File: src/rtl/ad9866_pkg.sv
// Shared definitions for the AD9866 SPI configuration master: init table,
// frame field positions and controller state encoding.
package ad9866_pkg;

  localparam int unsigned FRAME_W  = 16;
  localparam int unsigned RD_BIT   = 15;
  localparam int unsigned ADDR_MSB = 12;
  localparam int unsigned ADDR_LSB = 8;

  // Entry index is the register address; bit 8 enables the write, [7:0] is the data.
  localparam bit [0:31][8:0] AD9866_INIT = {
    9'h180, 9'h000, 9'h000, 9'h000, 9'h136, 9'h000, 9'h154, 9'h101,
    9'h120, 9'h100, 9'h10F, 9'h1C0, 9'h143, 9'h101, 9'h000, 9'h000,
    9'h000, 9'h100, 9'h000, 9'h000, 9'h000, 9'h000, 9'h000, 9'h000,
    9'h000, 9'h000, 9'h000, 9'h000, 9'h000, 9'h000, 9'h000, 9'h000
  };

  typedef enum logic [2:0] {
    ST_INIT,
    ST_IDLE,
    ST_LOAD,
    ST_SHIFT,
    ST_GAP
  } spi_state_e;

  function automatic logic [FRAME_W-1:0] init_frame(input logic [4:0] idx,
                                                    input logic [7:0] data);
    logic [FRAME_W-1:0] f;
    f = '0;
    f[ADDR_MSB:ADDR_LSB] = idx;
    f[7:0] = data;
    return f;
  endfunction

endpackage

File: src/rtl/ad9866_spi_master_rr_arbiter.sv
// Round-robin arbiter: grants the first requesting channel at or after ptr,
// returning both a one-hot grant and its index.
module rr_arbiter #(
  parameter  int unsigned NREQ  = 3,
  localparam int unsigned IDX_W = (NREQ > 1) ? $clog2(NREQ) : 1
) (
  input  logic [NREQ-1:0]  req,
  input  logic [IDX_W-1:0] ptr,
  output logic [NREQ-1:0]  grant,
  output logic [IDX_W-1:0] grant_idx,
  output logic             grant_valid
);

  logic [NREQ-1:0] rot;
  logic [IDX_W:0]  off;
  logic [IDX_W:0]  sum;
  logic            found;

  always_comb begin
    // Rotate so that bit 0 is the channel at ptr, then take the lowest set bit.
    rot   = NREQ'({req, req} >> ptr);
    found = 1'b0;
    off   = '0;
    for (int unsigned i = 0; i < NREQ; i++) begin
      if (!found && rot[i]) begin
        found = 1'b1;
        off   = (IDX_W+1)'(i);
      end
    end
    sum = {1'b0, ptr} + off;
    if (sum >= (IDX_W+1)'(NREQ)) sum = sum - (IDX_W+1)'(NREQ);
    grant_valid = found;
    grant_idx   = sum[IDX_W-1:0];
    grant       = found ? (NREQ'(1) << grant_idx) : '0;
  end

endmodule

File: src/rtl/ad9866_spi_master.sv
// AD9866 SPI configuration master: plays the init table after reset or reinit,
// then serves round-robin write/read request channels on a 16-bit SPI frame.
module ad9866_spi_master
  import ad9866_pkg::*;
#(
  parameter int unsigned NREQ       = 3,
  parameter int unsigned INIT_LEN   = 20,
  parameter int unsigned SCLK_DIV   = 1,
  parameter int unsigned GAP_CYCLES = 2
) (
  input  logic              clk,
  input  logic              reset,
  output logic              sclk,
  output logic              sen_n,
  output logic              sdio,
  input  logic              sdo,
  input  logic              reinit,
  input  logic [NREQ-1:0]   req_valid,
  input  logic [16*NREQ-1:0] req_frame,
  output logic [NREQ-1:0]   req_ack,
  output logic [7:0]        rd_data,
  output logic              rd_valid,
  output logic              init_done,
  output logic              busy
);

  localparam int unsigned IDX_W = (NREQ > 1) ? $clog2(NREQ) : 1;
  localparam int unsigned DIV_W = $clog2(SCLK_DIV + 1);
  localparam int unsigned GAP_W = $clog2(GAP_CYCLES + 1);

  spi_state_e         state_q, state_d;
  logic [5:0]         ptr_q, ptr_d;
  logic [IDX_W-1:0]   rr_ptr_q, rr_ptr_d;
  logic [FRAME_W-1:0] frame_q, frame_d;
  logic [FRAME_W-1:0] shift_q, shift_d;
  logic               sclk_q, sclk_d;
  logic               sen_n_q, sen_n_d;
  logic [DIV_W-1:0]   div_cnt_q, div_cnt_d;
  logic [3:0]         bit_cnt_q, bit_cnt_d;
  logic [GAP_W-1:0]   gap_cnt_q, gap_cnt_d;
  logic [7:0]         rd_data_q, rd_data_d;
  logic               rd_valid_q, rd_valid_d;
  logic [NREQ-1:0]    req_ack_q, req_ack_d;
  logic               init_done_q, init_done_d;
  logic               reinit_pend_q, reinit_pend_d;

  logic [NREQ-1:0]    grant;
  logic [IDX_W-1:0]   grant_idx;
  logic               grant_valid;
  logic [FRAME_W-1:0] sel_frame;
  logic [8:0]         entry;

  rr_arbiter #(.NREQ(NREQ)) u_arb (
    .req         (req_valid),
    .ptr         (rr_ptr_q),
    .grant       (grant),
    .grant_idx   (grant_idx),
    .grant_valid (grant_valid)
  );

  always_comb begin
    sel_frame = '0;
    for (int unsigned i = 0; i < NREQ; i++) begin
      if (grant[i]) sel_frame = req_frame[16*i +: 16];
    end
  end

  assign entry = AD9866_INIT[ptr_q[4:0]];

  always_comb begin
    state_d       = state_q;
    ptr_d         = ptr_q;
    rr_ptr_d      = rr_ptr_q;
    frame_d       = frame_q;
    shift_d       = shift_q;
    sclk_d        = sclk_q;
    sen_n_d       = sen_n_q;
    div_cnt_d     = div_cnt_q;
    bit_cnt_d     = bit_cnt_q;
    gap_cnt_d     = gap_cnt_q;
    rd_data_d     = rd_data_q;
    rd_valid_d    = 1'b0;
    req_ack_d     = '0;
    init_done_d   = init_done_q;
    reinit_pend_d = reinit_pend_q | reinit;

    unique case (state_q)
      ST_INIT: begin
        if (ptr_q == 6'(INIT_LEN)) begin
          init_done_d = 1'b1;
          state_d     = ST_IDLE;
        end else begin
          ptr_d = ptr_q + 6'd1;
          if (entry[8]) begin
            frame_d = init_frame(ptr_q[4:0], entry[7:0]);
            state_d = ST_LOAD;
          end
        end
      end
      ST_IDLE: begin
        if (reinit_pend_q) begin
          reinit_pend_d = reinit;
          init_done_d   = 1'b0;
          ptr_d         = '0;
          state_d       = ST_INIT;
        end else if (init_done_q && grant_valid) begin
          req_ack_d = grant;
          frame_d   = sel_frame;
          rr_ptr_d  = (grant_idx == IDX_W'(NREQ - 1)) ? '0 : grant_idx + IDX_W'(1);
          state_d   = ST_LOAD;
        end
      end
      ST_LOAD: begin
        shift_d   = frame_q;
        sen_n_d   = 1'b0;
        sclk_d    = 1'b0;
        div_cnt_d = '0;
        bit_cnt_d = '0;
        state_d   = ST_SHIFT;
      end
      ST_SHIFT: begin
        if (div_cnt_q == DIV_W'(SCLK_DIV - 1)) begin
          div_cnt_d = '0;
          if (!sclk_q) begin
            sclk_d = 1'b1;
          end else begin
            // End of a high phase: sample sdo and present the next bit.
            sclk_d    = 1'b0;
            shift_d   = {shift_q[14:0], sdo};
            bit_cnt_d = bit_cnt_q + 4'd1;
            if (bit_cnt_q == 4'd15) begin
              sen_n_d   = 1'b1;
              gap_cnt_d = '0;
              state_d   = ST_GAP;
              if (frame_q[RD_BIT]) begin
                rd_data_d  = {shift_q[6:0], sdo};
                rd_valid_d = 1'b1;
              end
            end
          end
        end else begin
          div_cnt_d = div_cnt_q + DIV_W'(1);
        end
      end
      ST_GAP: begin
        if (gap_cnt_q == GAP_W'(GAP_CYCLES - 1)) begin
          if (reinit_pend_q) begin
            reinit_pend_d = reinit;
            init_done_d   = 1'b0;
            ptr_d         = '0;
            state_d       = ST_INIT;
          end else if (!init_done_q) begin
            state_d = ST_INIT;
          end else begin
            state_d = ST_IDLE;
          end
        end else begin
          gap_cnt_d = gap_cnt_q + GAP_W'(1);
        end
      end
      default: state_d = ST_INIT;
    endcase
  end

  always_ff @(posedge clk or posedge reset) begin
    if (reset) begin
      state_q       <= ST_INIT;
      ptr_q         <= '0;
      rr_ptr_q      <= '0;
      frame_q       <= '0;
      shift_q       <= '0;
      sclk_q        <= 1'b0;
      sen_n_q       <= 1'b1;
      div_cnt_q     <= '0;
      bit_cnt_q     <= '0;
      gap_cnt_q     <= '0;
      rd_data_q     <= '0;
      rd_valid_q    <= 1'b0;
      req_ack_q     <= '0;
      init_done_q   <= 1'b0;
      reinit_pend_q <= 1'b0;
    end else begin
      state_q       <= state_d;
      ptr_q         <= ptr_d;
      rr_ptr_q      <= rr_ptr_d;
      frame_q       <= frame_d;
      shift_q       <= shift_d;
      sclk_q        <= sclk_d;
      sen_n_q       <= sen_n_d;
      div_cnt_q     <= div_cnt_d;
      bit_cnt_q     <= bit_cnt_d;
      gap_cnt_q     <= gap_cnt_d;
      rd_data_q     <= rd_data_d;
      rd_valid_q    <= rd_valid_d;
      req_ack_q     <= req_ack_d;
      init_done_q   <= init_done_d;
      reinit_pend_q <= reinit_pend_d;
    end
  end

  assign sclk      = sclk_q;
  assign sen_n     = sen_n_q;
  assign sdio      = shift_q[15] & ~sen_n_q;
  assign req_ack   = req_ack_q;
  assign rd_data   = rd_data_q;
  assign rd_valid  = rd_valid_q;
  assign init_done = init_done_q;
  assign busy      = (state_q == ST_LOAD) || (state_q == ST_SHIFT) || (state_q == ST_GAP);

endmodule
File: config.mk
export PLATFORM = sky130hd
export DESIGN_NAME = ad9866_spi_master
export DESIGN_NICKNAME = d
export VERILOG_FILES = /design/src/rtl/ad9866_pkg.sv /design/src/rtl/ad9866_spi_master_rr_arbiter.sv /design/src/rtl/ad9866_spi_master.sv
export SDC_FILE = /design/constraint.sdc
export NUM_CORES = 1
export LEC_CHECK = 0
export BUFFER_PORTS_ARGS = -buffer_cell sky130_fd_sc_hd__clkbuf_2
export CAP_MARGIN = 20
export CORE_MARGIN = 5
export CORE_UTILIZATION = 55
export CTS_CLUSTER_DIAMETER = 50
export DETAILED_ROUTE_END_ITERATION = 16
export GPL_TIMING_DRIVEN = 0
export HOLD_SLACK_MARGIN = 0.06
export PLACE_DENSITY = 0.87
export RECOVER_POWER = 25
export SYNTH_ARGS = -nofsm -noshare
export SYNTH_HDL_FRONTEND = slang
export SYNTH_SLANG_ARGS = --single-unit
File: constraint.sdc
create_clock -name clk -period 8.25 [get_ports clk]
set_clock_uncertainty 0.1 [all_clocks]
set_input_delay 0.4125 -clock clk [delete_from_list [all_inputs] [get_ports clk]]
set_output_delay 0.4125 -clock clk [all_outputs]
set_load 0.02 [all_outputs]
# --- Word-level counts from Yosys, hierarchy flattened ---
# Memory sizes are Yosys's and may differ from the RTL's.
# Index checks and enable logic that the tools add are counted.
totals:
  register_bits: 66
  rom_bits: 288
  inputBits: 55
  elab_cells: 143
  n_memories: 1
op_classes:
  addsub: 7
  n_lt_le_gt_ge: 2
  eq_ne: 20
  n_shift: 2
  mux: 68
  bitwise_logic: 6
  n_reduce_logical: 22
mem_list:
  columns: ["name", "depth", "width", "read_ports", "rd_clocked_by_memory_dff", "wr", "line_no", "text"]
  rows:
  - ["(name not given)", 32, 9, 1, 0, 0, "ad9866_spi_master.sv:68", "assign entry = AD9866_INIT[ptr_q[4:0]];"]
ops:
  columns: ["operator", "count"]
  rows:
  - ["two-way mux 16 bit", 9]
  - ["one-hot mux 16 bit (2 select lines)", 2]
  - ["two-way mux 3 bit", 12]
  - ["two-way mux 1 bit", 22]
  - ["!= test 2 bit (second input constant)", 10]
  - ["two-way mux 6 bit", 3]
  - ["two-way mux 9 bit", 2]
  - ["one-hot mux 6 bit (3 select lines)", 1]
  - ["one-hot mux 3 bit (5 select lines)", 1]
  - ["AND reduction 5 bit", 3]
  - ["two-way mux 2 bit", 7]
  - ["AND reduction 3 bit", 4]
  - ["two-way mux 4 bit", 2]
  - ["one-hot mux 1 bit (2 select lines)", 4]
  - ["one-hot mux 4 bit (2 select lines)", 1]
  - ["adder 6 x 1 -> 6 bit (second input constant)", 1]
  - ["equality test 3 x 2 -> 1 bit (second input constant)", 2]
  - ["equality test 6 x 5 -> 1 bit (second input constant)", 1]
  - ["greater-or-equal comparator 6 bit (second input constant)", 1]
  - ["!= test 3 bit (second input constant)", 2]
  - ["NOT 5 -> 6 bit", 1]
  - ["AND reduction 6 bit", 1]
  - ["nonzero test 2 bit", 3]
  - [">> shifter 6 x 2 -> 3 bit", 1]
  - ["24 further kinds", 31]

# --- Logic depth before layout (Yosys ltp) ---
# Gate-level depths: netlist of the first run.
logic_depth:
  ltp_word: 19
  mapped_depth: 16

# --- Cells and area by module ---
# A second synthesis of the first run with hierarchy kept.
unflattened:
  hier_cells: 385
  hier_area_um2: 3768.6
by_module_without_submodules:
  columns: ["mod", "n_inst", "cells_per_inst", "area_each_um2", "seq_area_each_um2"]
  rows:
  - ["ad9866_spi_master", 1, 355, 3555.9, 1627.8]
  - ["rr_arbiter", 1, 30, 212.7, 0.0]

# --- Least setup slack after synthesis of the first run ---
# Ideal clock, no wire load.
synth_path:
  kind: "register to register"
  startpoint: "reg rr_ptr_q[0]"
  endpoint: "reg frame_q[1]"
  setup_ps: 125
  arrival_time_ps: 3167
  t_required_ps: 8025
  slack_ps: 4858
  stages_incl_launch_ff: 14
  n_path_buf: 2
  synth_period_minus_slack_ps: 3392
  path_cell_list: "dfrtp_1 or4_1 a21oi_1 a21oi_1 fa_1 inv_1 ha_1 and3b_1 clkbuf_1 buf_1 nand2_1 o2111ai_1 o22ai_1 mux2_4"
synth_between:
  elab_chain_cells: 19
  word_cells_on_any_way: 25
  cone_classes: "add/sub (2); order compare (1); eq/ne (1); shift (2); mux (13); reduce/logical (6)"
synth_rtl:
  columns: ["item", "line_no", "text"]
  rows:
  - ["start: declaration", "ad9866_spi_master.sv:33", "logic [IDX_W-1:0] rr_ptr_q, rr_ptr_d;"]
  - ["start signal: assignment", "ad9866_spi_master.sv:185", "rr_ptr_q <= rr_ptr_d;"]
  - [">> shifter 6 x 2 -> 3 bit", "ad9866_spi_master_rr_arbiter.sv:21", "rot = NREQ'({req, req} >> ptr);"]
  - ["two-way mux 1 bit", "ad9866_spi_master_rr_arbiter.sv:25", "if (!found && rot[i]) begin"]
  - ["zero test 1 bit", "ad9866_spi_master_rr_arbiter.sv:25", null]
  - ["logical AND 1 bit", "ad9866_spi_master_rr_arbiter.sv:25", null]
  - ["two-way mux 1 bit", "ad9866_spi_master_rr_arbiter.sv:25", null]
  - ["zero test 1 bit", "ad9866_spi_master_rr_arbiter.sv:25", null]
  - ["logical AND 1 bit", "ad9866_spi_master_rr_arbiter.sv:25", null]
  - ["two-way mux 2 bit", "ad9866_spi_master_rr_arbiter.sv:25", null]
  - ["adder 2 x 2 -> 3 bit", "ad9866_spi_master_rr_arbiter.sv:30", "sum = {1'b0, ptr} + off;"]
  - ["greater-or-equal comparator 3 x 2 -> 1 bit or subtractor 2 bit (tied branches)", "ad9866_spi_master_rr_arbiter.sv:31", "if (sum >= (IDX_W+1)'(NREQ)) sum = sum - (IDX_W+1)'(NREQ);"]
  - ["two-way mux 2 bit", "ad9866_spi_master_rr_arbiter.sv:31", null]
  - ["<< shifter 1 x 2 -> 3 bit", "ad9866_spi_master_rr_arbiter.sv:34", "grant = found ? (NREQ'(1) << grant_idx) : '0;"]
  - ["two-way mux 3 bit", "ad9866_spi_master_rr_arbiter.sv:34", null]
  - ["two-way mux 16 bit (3 in series)", "ad9866_spi_master.sv:64", "if (grant[i]) sel_frame = req_frame[16*i +: 16];"]
  - ["two-way mux 16 bit", "ad9866_spi_master.sv:106", "end else if (init_done_q && grant_valid) begin"]
  - ["two-way mux 16 bit", "ad9866_spi_master.sv:101", "if (reinit_pend_q) begin"]
  - ["one-hot mux 16 bit (2 select lines)", "ad9866_spi_master.sv:87", "unique case (state_q)"]
  - ["end signal: assignment", "ad9866_spi_master.sv:186", "frame_q <= frame_d;"]
  - ["end: declaration", "ad9866_spi_master.sv:34", "logic [FRAME_W-1:0] frame_q, frame_d;"]
# Parallel ways exist; a longest one is shown, timed or not. The select of a mux whose other input is x is not followed.
# A chain may end at the register's enable or synchronous reset.

# --- Worst setup path after layout of the first run ---
# Ends and elaborated chain as after synthesis.

==> metrics.yaml, run 1 <==
sta:
  worstMarginPinSlew_ps: 2280
  period_share_pct: 48.8
  tns_ps: 0
  rsz0062_at_grt: "false"
  fmax_ghz: 0.249
  setup_viol: 0
  final-hold-violation-count: 0
  slew_viol_final: 46
  fin_crit_ps: 4020
  slew_headroom_pct: -51.9
synthesis:
  syn_area_um2: 4050
  synth-edff-count: 0
  synthMuxAreaShare_pct: 11.5
  synth_top_area_cell: "dfrtp_1"
  synth_top_family_by_area: "compound AO/OA/AOI/OAI gates"
  synthFlopType: "dfrtp_1"
  synth-compound-area-share_pct: 19.8
  synthTopCellsByArea: "dfrtp_1, nand2_1, mux2i_1"
  synth_top_area_share_pct: 39.6
  syn_avg_cell_area_um2: 9.09
  synth_nets: 511
  synth_simple_gate_area_share_pct: 18.3
  synth.most_common_cell: "dfrtp_1"
  synth-seq-cells: 65
  ys_top_cells_by_count: "dfrtp_1, nand2_1, nor2_1, a21oi_1, o21ai_0"
  syn_inst: 445
  ys_types: 61
  synthXorXnorAreaFrac_pct: 0.866
  ys.warnings.count: 0
  synth-async-reset-ratio_pct: 100
  yosysSeqAreaShare_pct: 40.2
  synth_fa_ha_area_share_pct: 3.59
cts:
  ctsRootBufferMaster: "clkbuf_8"
  cts_tree: "yes"
  clk_path_buf_depth: 2
  htreeDepth: 3
  cts.sinks: 65
  post_cts.repair.setup_buffers: 0
  clk-insertion-delay-late_ps: 340
  clk_pin_slew_worst_paths_ps: 70
  numCtsBuffers: 9
critical_path:
  cp.required_ps: 8370
  critical_path.max_stage_delay_ps: 570
  cpMostUsedCell: "a21oi_1"
  worstSetupStartpointType: "register"
  path_cells: "or4_1 > a21oi_1 > a21oi_1 > fa_1 > inv_1 > ha_1 > and3b_1 > clkbuf_1 > buf_1 > nand2_1 > o2111ai_1 > o22ai_1 > mux2_4"
  arrival_ps: 4140
  endpoint_kind: "register"
  crit_path_top_delay_cell: "fa_1"
  cp_max_fo: 10
  crit_type: "register to register"
power:
  pwr-share-clk_pct: 40.9
  p_int_w: 0.000502
  p_leak_nw: 2.25
  cellPowerDensity_nw_per_um2: 139
  irDropWorstVdd_mv: 0.0663
  pwr-share-comb_pct: 9.6
  power_w: 0.000655
  swShare_pct: 23.4
  seq_power_share_pct: 49.6
  switchingPower_w: 0.000153
job:
  drv_cap: 1
finish:
  fill_cells: 606
  area_delta_synth_final_pct: 16.6
  finalNonFillerCells: 632
  antenna_cells: 0
  fin_nets: 595
  drive_above_1_share_pct: 22.3
placed_design:
  io_buffers: 71
  place_inst: 616
  hpwlAfterDp_mm: 7.77
  gp_congestion: 0.940
die:
  core_um2: 7210
  die_w_um: 95.8
  die_area_um2: 9170
  die_y_um: 95.8
  initial_core_util_pct: 56.1
  io_pins: 72
  std_cell_rows: 31
status:
  violations: "max-capacitance violations, max-slew violations"
  outcome: "finished with violations"
detailed_routing:
  drc_errors: 0
  ant_nets: 0
  dr.first_iter.drc_count: 311
  viasPerCell: 5.72
  wl_per_cell_um: 15.6
  drt-pass1-iter-count: 5
  finalWirelength_mm: 9.87
  num_vias: 3618
grt:
  grt_antenna_before_repair: 0
  grt_max_degree: 46
  grt_pass1_vias: 3628
  grt_use_total_pct: 22.9
  grt_pass1_wl_mm: 16.6
  grt-ovfl-total: 0
hold_path:
  hold_path.class: "primary input to register"
[routing by layer]
metal / GRT usage (%) / vias up / share of wire [%]
met4: 10.7 / 0 / 3.1
li1: - / 1760 / -
met2: 36.1 / 121 / 46
met3: 3.91 / 28 / 4.9
met1: 30.9 / 1709 / 46
met5: 0 / - / 0
[sequential cells by signal, summed over array words and instances, names as in the netlist, 2 cells and up]
name,flops
req_ack,3
gap_cnt_q,2
state_q,3
rr_ptr_q,2
rd_data,8
shift_q,16
ptr_q,6
frame_q,16
bit_cnt_q,4
[kinds of logic after synthesis]
family | after synthesis
simple gates | 154
compound gates | 120
flops | 65
buf+inv | 50
mux | 41
fa+ha+maj | 11
xor+xnor | 4
[through the flow]
stage               setup slack, ps  hold slack (ps)  area (um2)  util (%)
floorplan                      4860              342        4050         -
global placement               4360              361        4530      62.7
detailed placement             4220              333        4550      63.0
CTS                            4260              137        4750      65.9
global route                   3980              147        4720      65.4
finish                         4230              150        4720      65.4
[repair_timing]
action / CTS / global route
endpoints found under the hold margin: 20 / 0
hold buffers: 1 / 0
gates resized for setup: 0 / 0
[power groups by stage]
stage,Sequential [W],Combinational [W],Clock [W]
6_report,0.000324,0.0000627,0.000268
5_1_grt,0.000324,0.0000698,0.000285
4_1_cts,0.000324,0.0000643,0.000270
3_5_place_dp,0.000330,0.0000637,0
3_3_place_gp,0.000330,0.0000604,0
2_1_floorplan,0.000332,0.0000341,0
[layout by cell type, fill, tap and decap left out, drive strengths merged, types with 2 or more instances in the layout]
cell,count
a211oi,3
a21o,4
a21oi,30
a22oi,9
and3,2
and3b,3
buf,11
clkbuf,99
clkinv,2
dfrtp,64
ha,10
inv,24
mux2,23
mux2i,18
nand2,52
nand2b,8
nand3,3
nand3b,3
nand4,2
nor2,49
nor2b,9
nor3,4
nor4,2
o2111ai,5
o211ai,2
o21ai,28
o221a,3
o22ai,8
o31ai,12
o41ai,7
or2,4
or3,6
or4,3
xnor2,2
xor2,2
[path summary, 6_finish.rpt]
| check | from | slack, ps | end | depth (start not counted) |
|---|---|---|---|---|
| worst max-delay path | rr_ptr_q[0] | 4230 | frame_q[1] | 13 |
| worst min-delay path | reinit | 150 | reinit_pend_q | 2 |
| worst max register to register | rr_ptr_q[0] | 4230 | frame_q[1] | 13 |
| worst min register to register | shift_q[9] | 390 | shift_q[9] | 2 |
| max in group asynchronous | reset | 4840 | bit_cnt_q[0] | 4 |
| min in group asynchronous | reset | 630 | frame_q[4] | 3 |
[worst max-delay path: cells and delay by family, from the launching register on]
family | cells | cell delay [ps]
AO/OA/AOI/OAI | 4 | 570
adder cells (fa/ha/maj) | 2 | 770
buffers and inverters | 3 | 820
flip-flops | 1 | 440
multiplexers | 1 | 280
AND/OR/NAND/NOR | 3 | 910
[area by class of cell]
cell class              count  area (um2)  area share [%]
clock buffers              12         155            3.29
multi-input cells         330        2190            46.3
repair buffers             73         354            7.50
clock inverters             3        40.0           0.848
flip-flops and latches     65        1630            34.5
inverters                  24        95.1            2.01
plain buffers              26         136            2.89
well taps                  99         124            2.62
(Power assumes the default switching activity.)
==> run 2, diff against run 1 <==
- ABC_AREA: not set -> 1
- clock period: 8.25 -> 4.13 ns (I/O delays scaled with it)
==> run 2 against run 1 <==
Against the previous run: the run still ends with max-capacitance violations, max-slew violations left; area after synthesis down 6.1%; clock power up 120%; via count up 3.1%; wire length down 4.1%; flip-flop and latch count unchanged; global-route usage down 0.37 points; combinational power up 74%; die area down 5.4%.
==> metrics.yaml, run 2 <==
status:
  outcome: "finished with violations"
  violations: "max-capacitance violations, max-slew violations"
grt:
  grt_pass1_vias: 3617  # -0.30%
  grt_antenna_before_repair: 0  # unchanged
  grt-ovfl-total: 0  # unchanged
  grt_use_total_pct: 22.6  # -0.37 points
  grt_pass1_wl_mm: 15.8  # -4.4%
  grt_max_degree: 45  # -2.2%
critical_path:
  worstSetupStartpointType: "register"
  crit_path_top_delay_cell: "fa_1"
  arrival_ps: 3530  # -610 ps
  critical_path.max_stage_delay_ps: 530  # -40 ps
  cp.required_ps: 4300  # -4070 ps
  crit_type: "register to register"
  path_cells: "inv_2 > nand2_1 > nand3_1 > nand2_2 > a21oi_1 > ha_1 > inv_1 > fa_1 > inv_1 > ha_1 > inv_1 > nand3_1 > nand2_1 > nand2_1 > nor2_2 > buf_4 > nand3_1 > nand3_1 > nand2_1 > a21oi_1"
  endpoint_kind: "register"
  cp_max_fo: 10  # unchanged
synthesis:
  synthFlopType: "dfrtp_1"
  synth.most_common_cell: "nand2_1"
  syn_inst: 487  # +9.4%
  synth_fa_ha_area_share_pct: 3.82  # +0.23 points
  synth_top_area_share_pct: 42.1  # +2.6 points
  synthTopCellsByArea: "dfrtp_1, nand3_1, nand2_1"
  synth-async-reset-ratio_pct: 100  # unchanged
  synth_top_family_by_area: "simple AND/OR/NAND/NOR gates"
  yosysSeqAreaShare_pct: 42.8  # +2.6 points
  synth-compound-area-share_pct: 13.2  # -6.6 points
  ys_top_cells_by_count: "nand2_1, nand3_1, dfrtp_1, nor2_1, inv_1"
  synthMuxAreaShare_pct: 2.04  # -9.5 points
  synth_top_area_cell: "dfrtp_1"
  synth-seq-cells: 65  # unchanged
  ys.warnings.count: 0  # unchanged
  synth_nets: 553  # +8.2%
  syn_area_um2: 3800  # -6.1%
  synth-edff-count: 0  # unchanged
  ys_types: 39  # -36%
  synth_simple_gate_area_share_pct: 29.3  # +11 points
  synthXorXnorAreaFrac_pct: 0.230  # -0.64 points
  syn_avg_cell_area_um2: 7.81  # -14%
cts:
  post_cts.repair.setup_buffers: 0  # unchanged
  cts_tree: "yes"
  clk_pin_slew_worst_paths_ps: 70  # about the same
  numCtsBuffers: 9  # unchanged
  ctsRootBufferMaster: "clkbuf_8"
  clk-insertion-delay-late_ps: 340  # about the same
  cts.sinks: 65  # unchanged
  clk_path_buf_depth: 2  # unchanged
  htreeDepth: 3  # unchanged
power:
  pwr-share-clk_pct: 44.4  # +3.5 points
  pwr-share-comb_pct: 8.1  # -1.5 points
  swShare_pct: 22.9  # -0.44 points
  irDropWorstVdd_mv: 0.132  # +99%
  switchingPower_w: 0.000309  # +100%
  p_int_w: 0.00104  # +110%
  cellPowerDensity_nw_per_um2: 300  # +120%
  p_leak_nw: 2.30  # +1.9%
  seq_power_share_pct: 47.6  # -2.0 points
detailed_routing:
  met1_length_mm: 4.12  # -8.4%
  ant_nets: 0  # unchanged
  drt-pass1-iter-count: 5  # unchanged
  dr.first_iter.drc_count: 167  # -46%
  wl_per_cell_um: 14.4  # -7.8%
  route.met2.wl_mm: 4.50  # -2.0%
  finalWirelength_mm: 9.47  # -4.1%
  drc_errors: 0  # unchanged
  wl_met3_um: 693  # +43%
  num_vias: 3730  # +3.1%
  highest_layer: "met4"
  viasPerCell: 5.67  # -0.98%
die:
  die_w_um: 93.1  # -2.8%
  std_cell_rows: 30  # -3.2%
  initial_core_util_pct: 56.3  # +0.17 points
  die_y_um: 93.1  # -2.8%
  core_um2: 6760  # -6.3%
  die_area_um2: 8670  # -5.4%
  io_pins: 72  # unchanged
finish:
  fin_nets: 639  # +7.4%
  area_delta_synth_final_pct: 18.4
  antenna_cells: 0  # unchanged
  drive_above_1_share_pct: 21.5  # -0.87 points
  layout_commonest_cell: "nand2_1"
  layout_common_cells: "nand2_1, nand3_1, dfrtp_1, clkbuf_2, nor2_1"
placed_design:
  gp_congestion: 0.926  # -1.5%
  hpwlAfterDp_mm: 7.22  # -7.2%
  io_buffers: 71  # unchanged
sta:
  rsz0062_at_grt: "false"
  worstMarginPinSlew_ps: 2040  # -238 ps
  hold_slack_ps: 89.6  # -60.0 ps
  period_share_pct: 81.4  # +33 points
  tns_ps: 0  # unchanged
  final-hold-violation-count: 0  # unchanged
  slew_viol_final: 45  # -2.2%
  slew_headroom_pct: -36.0  # +16 points
  setup_viol: 0  # unchanged
  fin_crit_ps: 3360  # -660 ps
  fmax_ghz: 0.297  # +20%
hold_path:
  hold_path.class: "primary input to register"
job:
  drv_cap: 1  # unchanged
==> run 2: cell count changes in the layout (fill, tap and decap cells not counted), moves of 9 or more <==
cell and delta:
nor2b_1 -9, nand3_1 +75, nor2_1 +10, o21ai_0 -11, a21oi_1 +11, clkbuf_1 -13, nand2_1 +31, inv_1 +22
o31ai_1 -11, mux2i_1 -17
==> run 2: kinds of logic after synthesis <==
logic type	count (synthesis)
AOI/OAI and AO/OA	88
xor gates and xnor gates	1
adders and majority gates	11
buffers and inverters	71
DFF	65
muxes	7
and+or+nand+nor	244
==> run 2: power by group through the flow <==
stage	clock [W]	combinational (W)	sequential, W
after floorplan	0	0.0000623	0.000653
after global placement	0	0.000101	0.000654
after detailed placement	0	0.000107	0.000654
after CTS	0.000607	0.000110	0.000641
after global routing	0.000637	0.000122	0.000641
final	0.000599	0.000109	0.000642
==> run 2: worst paths after layout <==
path,slack [ps],to,startpoint,cells past startpoint
max,770,frame_q[9],rr_ptr_q[0],20
min,90,frame_q[15],req_frame[15],5
max reg2reg,770,frame_q[9],rr_ptr_q[0],20
min reg2reg,380,sen_n,sen_n,2
max in group asynchronous,890,ptr_q[1],reset,4
min in group asynchronous,440,frame_q[0],reset,3
==> run 2: area by class of cell <==
class	count	area [um2]
well taps	80	100
inverters	50	188
fillers	573	2250
clock inverters	5	78.8
multi-input cells	351	1850
plain buffers	21	138
clock buffers	11	141
flip-flops and latches	65	1630
repair buffers	75	380
==> run 2: repair_timing <==
item | in CTS | in global routing
resized for setup | 0 | 0
endpoints found under the hold margin | 23 | 0
hold buffers | 3 | 0
==> run 2: per-stage QoR <==
step | worst slack (ps) | instances | cell area (um2) | total power, W | util [%]
floorplan | 1250 | 487 | 3800 | 0.000715 | -
global placement | 1010 | 638 | 4260 | 0.000755 | 63.0
detailed placement | 844 | 639 | 4280 | 0.000761 | 63.3
CTS | 800 | 658 | 4530 | 0.00136 | 67.0
global route | 275 | 658 | 4500 | 0.00140 | 66.6
finish | 768 | 658 | 4500 | 0.00135 | 66.6
==> run 2: worst max-delay path, delay by kind of cell (launching register included) <==
kind / cells / cell delay, ps
AO/OA/AOI/OAI: 2 / 280
adder cells (fa/ha/maj): 3 / 870
buffers and inverters: 5 / 510
flip-flops: 1 / 460
AND/OR/NAND/NOR: 10 / 1060
==> run 2: layer usage <==
metal  global-route usage, %  vias to the layer above
met5                       0                        -
met4                    8.67                        0
met3                    4.34                       17
met2                    36.5                      169
met1                    30.0                     1742
li1                        -                     1802
==> run 3, diff against run 2 <==
- CORE_UTILIZATION: 55 -> 50
- PLACE_DENSITY: 0.87 -> 0.84
- clock period: 4.13 -> 3.03 ns (I/O delays scaled with it)
==> run 3 against run 2 <==
Against the previous run: the run ends with negative setup slack left; flip-flop and latch count stayed put; largest power group unchanged; largest cell class unchanged; sequential power increased by 36%; non-clock buffer count increased by 10; utilization up 0.31 points; critical endpoint is now frame_q[3]; fmax rose by 7.4%.
==> metrics.yaml, run 3 (same netlist as run 2, synthesis figures left out) <==
sta:
  setup_viol: 15  # +15
  fin_ws_ps: -101  # -868 ps
  slew_headroom_pct: 23.5  # +60 points
  fin_crit_ps: 3130  # -232 ps
  worstMarginPinSlew_ps: 1150  # -894 ps
  rsz0062_at_grt: "true"
  slew_viol_final: 0  # -100%
  fmax_ghz: 0.319  # +7.4%
  tns_ps: -769  # -769 ps
  period_share_pct: 103  # +22 points
  final-hold-violation-count: 0  # unchanged
cts:
  clk_path_buf_depth: 2  # unchanged
  ctsRootBufferMaster: "clkbuf_8"
  cts_tree: "yes"
  clk_pin_slew_worst_paths_ps: 70  # about the same
  htreeDepth: 3  # unchanged
  cts.sinks: 65  # unchanged
  clk-insertion-delay-late_ps: 350  # about the same
  numCtsBuffers: 9  # unchanged
status:
  outcome: "finished with violations"
  violations: "negative setup slack"
placed_design:
  hpwlAfterDp_mm: 7.28  # +0.86%
  place_area_um2: 4300  # +0.56%
  io_buffers: 71  # unchanged
  pre_cts_ws_ps: -272  # -1120 ps
  gp_congestion: 0.863  # -6.8%
critical_path:
  crit_cells: 21  # +5.0%
  cp.required_ps: 3170  # -1130 ps
  crit_path_top_delay_cell: "fa_1"
  cp_num_buf_inv: 6  # +1
  worstSetupStartpointType: "register"
  path_cells: "inv_2 > nand2_2 > nand3_2 > nand2_2 > a21oi_2 > ha_2 > inv_2 > fa_1 > inv_2 > ha_4 > inv_4 > nand3_2 > nand2_2 > nand2_4 > nand2_1 > inv_2 > buf_4 > nand3_1 > nand3_2 > a21oi_2 > nor2_1"
  r2r_cells: 21  # +5.0%
  crit_type: "register to register"
  startpoint: "rr_ptr_q[0]"
  cpLargestDelayFamily: "adder cells"
  cp_max_fo: 6  # -4
  r2r-start: "rr_ptr_q[0]"
  critical_path.max_stage_delay_ps: 600  # +70 ps
  endpoint_kind: "register"
  cpMostUsedCell: "inv_2"
  arrival_ps: 3270  # -260 ps
detailed_routing:
  finalWirelength_mm: 10.3  # +8.6%
  viasPerCell: 5.53  # -2.5%
  highest_layer: "met4"
  drt-pass1-iter-count: 5  # unchanged
  wl_met3_um: 631  # -8.9%
  route.met2.wl_mm: 4.94  # +9.8%
  met1_length_mm: 4.35  # +5.7%
  dr.first_iter.drc_count: 205  # +23%
  drc_errors: 0  # unchanged
  ant_nets: 0  # unchanged
  wl_per_cell_um: 15.0  # +4.0%
  num_vias: 3798  # +1.8%
finish:
  regArea_um2: 1630  # +0.15%
  multi_input_area_um2: 2100  # +14%
  area_delta_synth_final_pct: 29.1
  antenna_cells: 0  # unchanged
  fin_area_um2: 4910  # +9.0%
  drive_above_1_share_pct: 35.5  # +14 points
  fill_cells: 577  # +0.70%
  layout_common_cells: "nand2_1, clkbuf_2, dfrtp_1, nor2_1, nand3_1"
  fin_nets: 649  # +1.6%
grt:
  grt_antenna_before_repair: 0  # unchanged
  grt_pass1_vias: 3824  # +5.7%
  grt_use_total_pct: 21.4  # -1.1 points
  grt_pass1_wl_mm: 17.1  # +8.1%
  grt-ovfl-total: 0  # unchanged
  grt_max_degree: 37  # -18%
die:
  std_cell_rows: 31  # +3.3%
  die_y_um: 97.2  # +4.4%
  io_pins: 72  # unchanged
  die_area_um2: 9450  # +8.9%
  initial_core_util_pct: 51.9  # -4.4 points
  core_um2: 7330  # +8.5%
  die_w_um: 97.2  # +4.4%
power:
  p_leak_nw: 2.44  # +6.3%
  irDropWorstVdd_mv: 0.252  # +91%
  power_w: 0.00186  # +38%
  cellPowerDensity_nw_per_um2: 378  # +26%
hold_path:
  hp-start: "req_frame[37]"
  hold_path.class: "primary input to register"
  min_path_cells: 5  # unchanged
job:
  drv_cap: 0  # -1
run 3: changes by cell type in the layout (fill, tap and decap cells not counted), sizes merged:
cell / delta
clkinvlp: +2
dlygate4sd3: +2
bufinv: -1
clkdlybuf4s25: -1
clkbuf: +1
buf: +9
clkinv: -2
run 3: final cells by class:
type | count | share of cell area (%)
Multi-Input combinational cell | 351 | 42.8
Clock inverter | 4 | 1.02
Sequential cell | 65 | 33.2
Tap cell | 99 | 2.52
Inverter | 50 | 3.93
Timing Repair Buffer | 85 | 10.0
Clock buffer | 12 | 3.37
Buffer | 21 | 3.14
run 3: timing repair:
item                       4_1_cts  5_1_grt
hold endpoints to repair        33        0
gates resized for setup         22       60
hold buffers                     5        0
setup buffers                    3        2
cloned                           1        2
setup endpoints to repair       17       17
pin swaps                        5       36
run 3: path summary, 6_finish.rpt:
| path | slack, ps | end |
|---|---|---|
| setup / recovery | -100 | frame_q[3] |
| hold / removal | 60 | frame_q[5] |
| setup reg to reg | -100 | frame_q[3] |
| hold reg to reg | 380 | sen_n |
| max in group asynchronous | 1520 | rr_ptr_q[0] |
| min in group asynchronous | 530 | shift_q[7] |
run 3: power breakdown:
| part | leakage, nW | switching [W] | internal (W) | total, W |
|---|---|---|---|---|
| clock network | 0.105 | 0.000335 | 0.000446 | 0.000781 |
| registers | 0.841 | 0.00000275 | 0.000871 | 0.000874 |
| logic | 1.50 | 0.000114 | 0.0000869 | 0.000201 |
run 3: per-layer routing:
layer	vias to the layer above	GRT usage [%]
li1	1822	-
met3	39	4.38
met4	0	8.86
met2	163	34.1
met1	1774	28.5
met5	-	0
run 3: worst register-to-register path, delay by kind of cell, from the launching register on:
kind	cells	cell delay [ps]
fa+ha+maj	3	950
compound gates	2	270
buf+inv	6	510
simple gates	10	780
flops	1	450
run 3: per-stage QoR:
step | cells | utilization [%] | hold slack, ps
6_report | 687 | 66.9 | 60.7
5_1_grt | 687 | 66.9 | 91.4
4_1_cts | 683 | 63.5 | 64.1
3_5_place_dp | 658 | 58.7 | 154
3_3_place_gp | 657 | 58.4 | 246
2_1_floorplan | 487 | - | 164
